**src/rtl/alu_pkg.sv**
```systemverilog
// Shared types for the ALU output stage: opcode encoding and the queued result entry.
package alu_pkg;

   localparam int ALU_DATA_W = 64;
   localparam int ALU_OP_W   = 3;

   typedef enum logic [ALU_OP_W-1:0] {
      ADDC = 3'd0,
      SUB  = 3'd1,
      MUL  = 3'd2,
      DIV  = 3'd3,
      MOD  = 3'd4,
      AND  = 3'd5,
      OR   = 3'd6,
      ADD  = 3'd7
   } alu_op_e;

   typedef struct packed {
      logic [ALU_DATA_W-1:0] result;
      alu_op_e               op;
      logic                  zero;
      logic                  div0;
      logic                  hi_nz;
   } alu_rslt_t;

   function automatic logic is_div_class(alu_op_e op);
      return (op == DIV) || (op == MOD);
   endfunction

endpackage

```
**src/rtl/alu_flag_gen.sv**
```systemverilog
// Combinational status-flag derivation for one ALU result before it enters the queue.
module alu_flag_gen
   import alu_pkg::*;
(
   input  logic [ALU_DATA_W-1:0] result_i,
   input  logic [ALU_OP_W-1:0]   opcode_i,
   input  logic                  b_zero_i,
   output alu_rslt_t             rslt_o
);

   alu_op_e               op;
   logic                  div0;
   logic [ALU_DATA_W-1:0] result_fix;

   assign op   = alu_op_e'(opcode_i);
   assign div0 = is_div_class(op) & b_zero_i;

   // A divide by zero leaves the ALU output undefined; force a known pattern instead.
   assign result_fix = div0 ? '1 : result_i;

   always_comb begin
      rslt_o        = '0;
      rslt_o.result = result_fix;
      rslt_o.op     = op;
      rslt_o.zero   = (result_fix == '0);
      rslt_o.div0   = div0;
      rslt_o.hi_nz  = |result_fix[ALU_DATA_W-1:32];
   end

endmodule

```
**src/rtl/alu_result_queue.sv**
```systemverilog
// Flag-tagged result FIFO between the combinational ALU and a stallable consumer.
// Optional saturating divide-by-zero counter enabled by ALU_RSLT_STATS_EN.
module alu_result_queue
   import alu_pkg::*;
#(
   parameter int DATA_W = ALU_DATA_W,
   parameter int OP_W   = ALU_OP_W,
   parameter int DEPTH  = 4
) (
   input  logic                     clk,
   input  logic                     rst_n,
   input  logic                     in_valid,
   output logic                     in_ready,
   input  logic [DATA_W-1:0]        in_result,
   input  logic [OP_W-1:0]          in_opcode,
   input  logic                     in_b_zero,
   output logic                     out_valid,
   input  logic                     out_ready,
   output logic [DATA_W-1:0]        out_result,
   output logic [OP_W-1:0]          out_opcode,
   output logic                     out_zero,
   output logic                     out_div0,
   output logic                     out_hi_nz,
   output logic [$clog2(DEPTH):0]   count
`ifdef ALU_RSLT_STATS_EN
  ,output logic [15:0]              stat_div0_cnt
`endif
);

   localparam int AW = $clog2(DEPTH);
   localparam int CW = AW + 1;

   alu_rslt_t         mem_q [DEPTH];
   logic [AW-1:0]     wr_q, wr_d;
   logic [AW-1:0]     rd_q, rd_d;
   logic [CW-1:0]     cnt_q, cnt_d;
   alu_rslt_t         entry;
   alu_rslt_t         head;
   logic              push;
   logic              pop;

   alu_flag_gen u_flag_gen (
      .result_i (in_result),
      .opcode_i (in_opcode),
      .b_zero_i (in_b_zero),
      .rslt_o   (entry)
   );

   // Ready and valid come only from the registered count, so no in->out path exists.
   assign in_ready  = (cnt_q != CW'(DEPTH));
   assign out_valid = (cnt_q != '0);
   assign push      = in_valid & in_ready;
   assign pop       = out_valid & out_ready;

   always_comb begin
      wr_d  = wr_q;
      rd_d  = rd_q;
      cnt_d = cnt_q;
      if (push) wr_d = wr_q + AW'(1);
      if (pop)  rd_d = rd_q + AW'(1);
      case ({push, pop})
         2'b10:   cnt_d = cnt_q + CW'(1);
         2'b01:   cnt_d = cnt_q - CW'(1);
         default: cnt_d = cnt_q;
      endcase
   end

   always_ff @(posedge clk) begin
      if (!rst_n) begin
         for (int i = 0; i < DEPTH; i++) mem_q[i] <= '0;
         wr_q  <= '0;
         rd_q  <= '0;
         cnt_q <= '0;
      end else begin
         if (push) mem_q[wr_q] <= entry;
         wr_q  <= wr_d;
         rd_q  <= rd_d;
         cnt_q <= cnt_d;
      end
   end

   assign head       = mem_q[rd_q];
   assign out_result = head.result;
   assign out_opcode = head.op;
   assign out_zero   = head.zero;
   assign out_div0   = head.div0;
   assign out_hi_nz  = head.hi_nz;
   assign count      = cnt_q;

`ifdef ALU_RSLT_STATS_EN
   logic [15:0] div0_cnt_q, div0_cnt_d;

   always_comb begin
      div0_cnt_d = div0_cnt_q;
      if (push && entry.div0 && (div0_cnt_q != 16'hFFFF)) div0_cnt_d = div0_cnt_q + 16'd1;
   end

   always_ff @(posedge clk) begin
      if (!rst_n) div0_cnt_q <= '0;
      else        div0_cnt_q <= div0_cnt_d;
   end

   assign stat_div0_cnt = div0_cnt_q;
`endif

endmodule

```
**config.mk**
```make
export PLATFORM = sky130hd
export DESIGN_NAME = alu_result_queue
export DESIGN_NICKNAME = d
export VERILOG_FILES = /design/src/rtl/alu_pkg.sv /design/src/rtl/alu_flag_gen.sv /design/src/rtl/alu_result_queue.sv
export SDC_FILE = /design/constraint.sdc
export NUM_CORES = 1
export LEC_CHECK = 0
export BUFFER_PORTS_ARGS = -buffer_cell sky130_fd_sc_hd__buf_2
export CORE_MARGIN = 1.5
export CORE_UTILIZATION = 50
export CTS_CLUSTER_SIZE = 12
export DETAILED_ROUTE_END_ITERATION = 7
export GPL_TIMING_DRIVEN = 1
export PLACE_DENSITY = 0.82
export SETUP_SLACK_MARGIN = 0.1
export SLEW_MARGIN = 30
export SYNTH_ARGS = -nofsm -noshare
export SYNTH_HDL_FRONTEND = slang
export SYNTH_SLANG_ARGS = --single-unit
export TNS_END_PERCENT = 10
```
**constraint.sdc**
```tcl
create_clock -name clk -period 6.9 [get_ports clk]
set_input_delay 1.38 -clock clk [delete_from_list [all_inputs] [get_ports clk]]
set_output_delay 1.38 -clock clk [all_outputs]
set_load 0.01 [all_outputs]
```
==> impl_results.md <==
* Root buffer cell: clkbuf_16
* Final HPWL DP at 16.3 mm
* Hold bufs inserted after CTS at 0
* Core area at 24200 um2
* Port Buffers at 146
* Detail Route Antenna Nets at 0
* Hold Path Origin: rd_q[1]
* Synth warn at 0
* Worst EP arrival at 2.42 ns
* R2R Setup Slk at 3.87 ns
* EDFF count, synth at 280
* Critical Path Source Type: register
* Starting Density at 50.8%
* WP data required at 5.52 ns
* Pins Over Slew Limit at 0
* Worst Max-Slew Pin Slew at 0.868 ns
* Post-DR vias/cell at 5.63
* Worst reg2reg path startpoint: count[0]
* Reg2reg path depth at 4
* Setup CP Type: register to primary output
* First-pass GRT wire length at 42.2 mm
* Initial DRT Pass Iterations at 4
* Synth area leaders: edfxtp_1 68%, mux4_2 13%, nor2_1 10%
* Final Skew at 0.0169 ns
* Synth async-reset ratio at 0%
* Clk_lat worst skew at 0.54 ns
* Placer congestion estimate at 0.730
* Total Routing Usage GR at 21.9%
* Hold path depth at 2
* Final instance area at 14100 um2
* Syn Inst Count at 833
* Cells after DPL at 1258
* Post-CTS Repair Setup Buffers at 0
* Row cnt at 57
* DR vias at 7347
* RSZ-0062 raised after global routing: no
* 1st-iter DRT viols at 741
* Area grow syn2layout at 14.7%
* Max-Cap Viols at 0
* Worst hold path type: register to register
* Synthesized Nets at 907
* Drt drc at 0
* Max-slew headroom at 42.1%
* Worst path max stage delay at 0.59 ns
* Total CTS buffers at 29
* Post-synth top flop: edfxtp_1
* Pwr Density at 334 nW/um2
* Crit end category: primary output
* Final Net Count at 1039
* Flops & latches, synth at 289
* Chip height at 160 um
* Die footprint at 25500 um2
* Outcome: finished clean
* LEAKAGE at 0.00536 uW
* Crit-path cells: buf_12 -> buf_4 -> mux4_2 -> buf_2
* Final hold vios at 0
* Initial antenna violation count at 4
* CTS sink cnt at 289
* Layout cells sized above 1 at 27.7%
* H-tree depth at 1
* Post-synth top area share at 68.5%
* Setup violations, final at 0
* Crit Path Max Fanout at 26
* Levels on crit path at 4
* Tcrit/Tclk final at 55.1%
* Congestion Overflow GR at 0
* Post-synth top area cell: edfxtp_1
* Die X at 160 um
* DP Area at 13300 um2
* Post-route minimum period at 3.80 ns
* CTS tree: built
* # resized after CTS at 0
* Pin count of the biggest net entering global routing at 71
* Buffers plus inverters on the worst setup path at 3
* IO Count at 147
* Syn_area_per_cell at 14.7 um2
* Crit-path slowest cell: mux4_2
* Longest Clk Path Bufs at 3
* Post-Syn Area at 12300 um2
* Number of global-route vias before repair at 7475
* Crit path max-delay family: buffers and inverters
* Post-DR wirelength/cell at 20.9 um
* Non-Filler Instances at 1306
* Fmax at 263 MHz
* Fin Setup TNS at 0 ns
* Worst-path clk slew at 0.06 ns
* Sequential share of the synthesized area at 70.0%
* Maximum VDD drop at 184 uV
* R2r endpoint: mem_q[0][49]
* Distinct cells, synth at 34
* Tot Pwr at 4700 uW
* Post-Route WL at 27.3 mm
## cell usage in the layout (no fill, tap or decap), drive strengths merged
cell type,Yosys,layout
or3b,1,1
a21oi,1,1
and2,10,10
nor4,18,18
nand2,12,12
dfxtp,9,9
mux4,70,70
buf,39,157
nand4b,1,1
fa,1,1
nor3,3,3
nand4bb,1,1
o21ai,3,3
clkinv,0,4
ha,1,1
nor2,333,333
edfxtp,280,280
diode,0,3
inv,8,9
xnor2,4,4
nand4,4,4
nand3,3,3
a21boi,1,1
or3,3,3
xor2,2,2
or2,1,1
o31a,1,1
nand2b,1,1
clkbuf,17,40
and3,3,3
and4,2,2
## tightest hold or removal path, cell delays in order, from the launching register on
cell	delay (ns)
dfxtp_1	0.33
xnor2_1	0.07
and2_1	0.15
## synth_stat cells (all sizes together) (2+ instances only)
| master | instances |
|---|---|
| buf | 39 |
| xnor2 | 4 |
| nand2 | 12 |
| nor2 | 333 |
| xor2 | 2 |
| dfxtp | 9 |
| and2 | 10 |
| and4 | 2 |
| o21ai | 3 |
| nor3 | 3 |
| nor4 | 18 |
| clkbuf | 17 |
| edfxtp | 280 |
| mux4 | 70 |
| nand3 | 3 |
| inv | 8 |
| nand4 | 4 |
| and3 | 3 |
| or3 | 3 |
## layer usage
metal  share of wire [%]  up-vias  track usage (%)
li1                    -     3302                -
met1                  38     3675             30.1
met2                  51      329             37.7
met3                 8.6       39             3.43
met4                 1.8        2             4.20
met5               0.026        -                0
## cell families after synthesis
group / synth area share [%]
flops: 70.0
compound gates: 0.296
buf+inv: 2.86
fa+ha+maj: 0.265
mux: 12.8
xor+xnor: 0.428
simple gates: 13.3
## report_power, final
| part | switching (uW) | internal (uW) | leakage (uW) | total [uW] |
|---|---|---|---|---|
| clock network | 605 | 764 | 0.000386 | 1370 |
| logic | 595 | 508 | 0.00199 | 1100 |
| registers | 87.0 | 2140 | 0.00298 | 2230 |
| total | 1290 | 3410 | 0.00536 | 4700 |
## worst max path at each step
stage,endpoint,slack (ns)
global placement,mem_q[0][44],2.65
global route,out_opcode[2],2.94
floorplan,mem_q[3][0],1.78
detailed placement,mem_q[0][44],2.76
finish,out_opcode[2],3.10
CTS,out_opcode[2],3.00
## per-stage QoR
step	hold slack [ns]	util, %	setup WS, ns
CTS	0.588	58.2	3.00
finish	0.587	58.2	3.10
global route	0.613	58.2	2.94
detailed placement	0.571	54.9	2.76
global placement	0.560	54.6	2.65
floorplan	0.535	-	1.78
## sequential cells by signal (all words and copies together) (netlist names), named ones only
register / flops
rd_q: 2
wr_q: 2
mem_q: 280
count: 3
## layout make-up
class | count | area, um2
inverter | 8 | 30.0
fill | 1848 | 10100
antenna | 3 | 7.51
sequential | 289 | 8600
tap | 324 | 405
multi-input combinational | 480 | 3400
timing repair buffer | 157 | 851
clock inverter | 5 | 26.3
clock buffer | 40 | 767
Note: power is estimated with default switching activity, not from simulation.
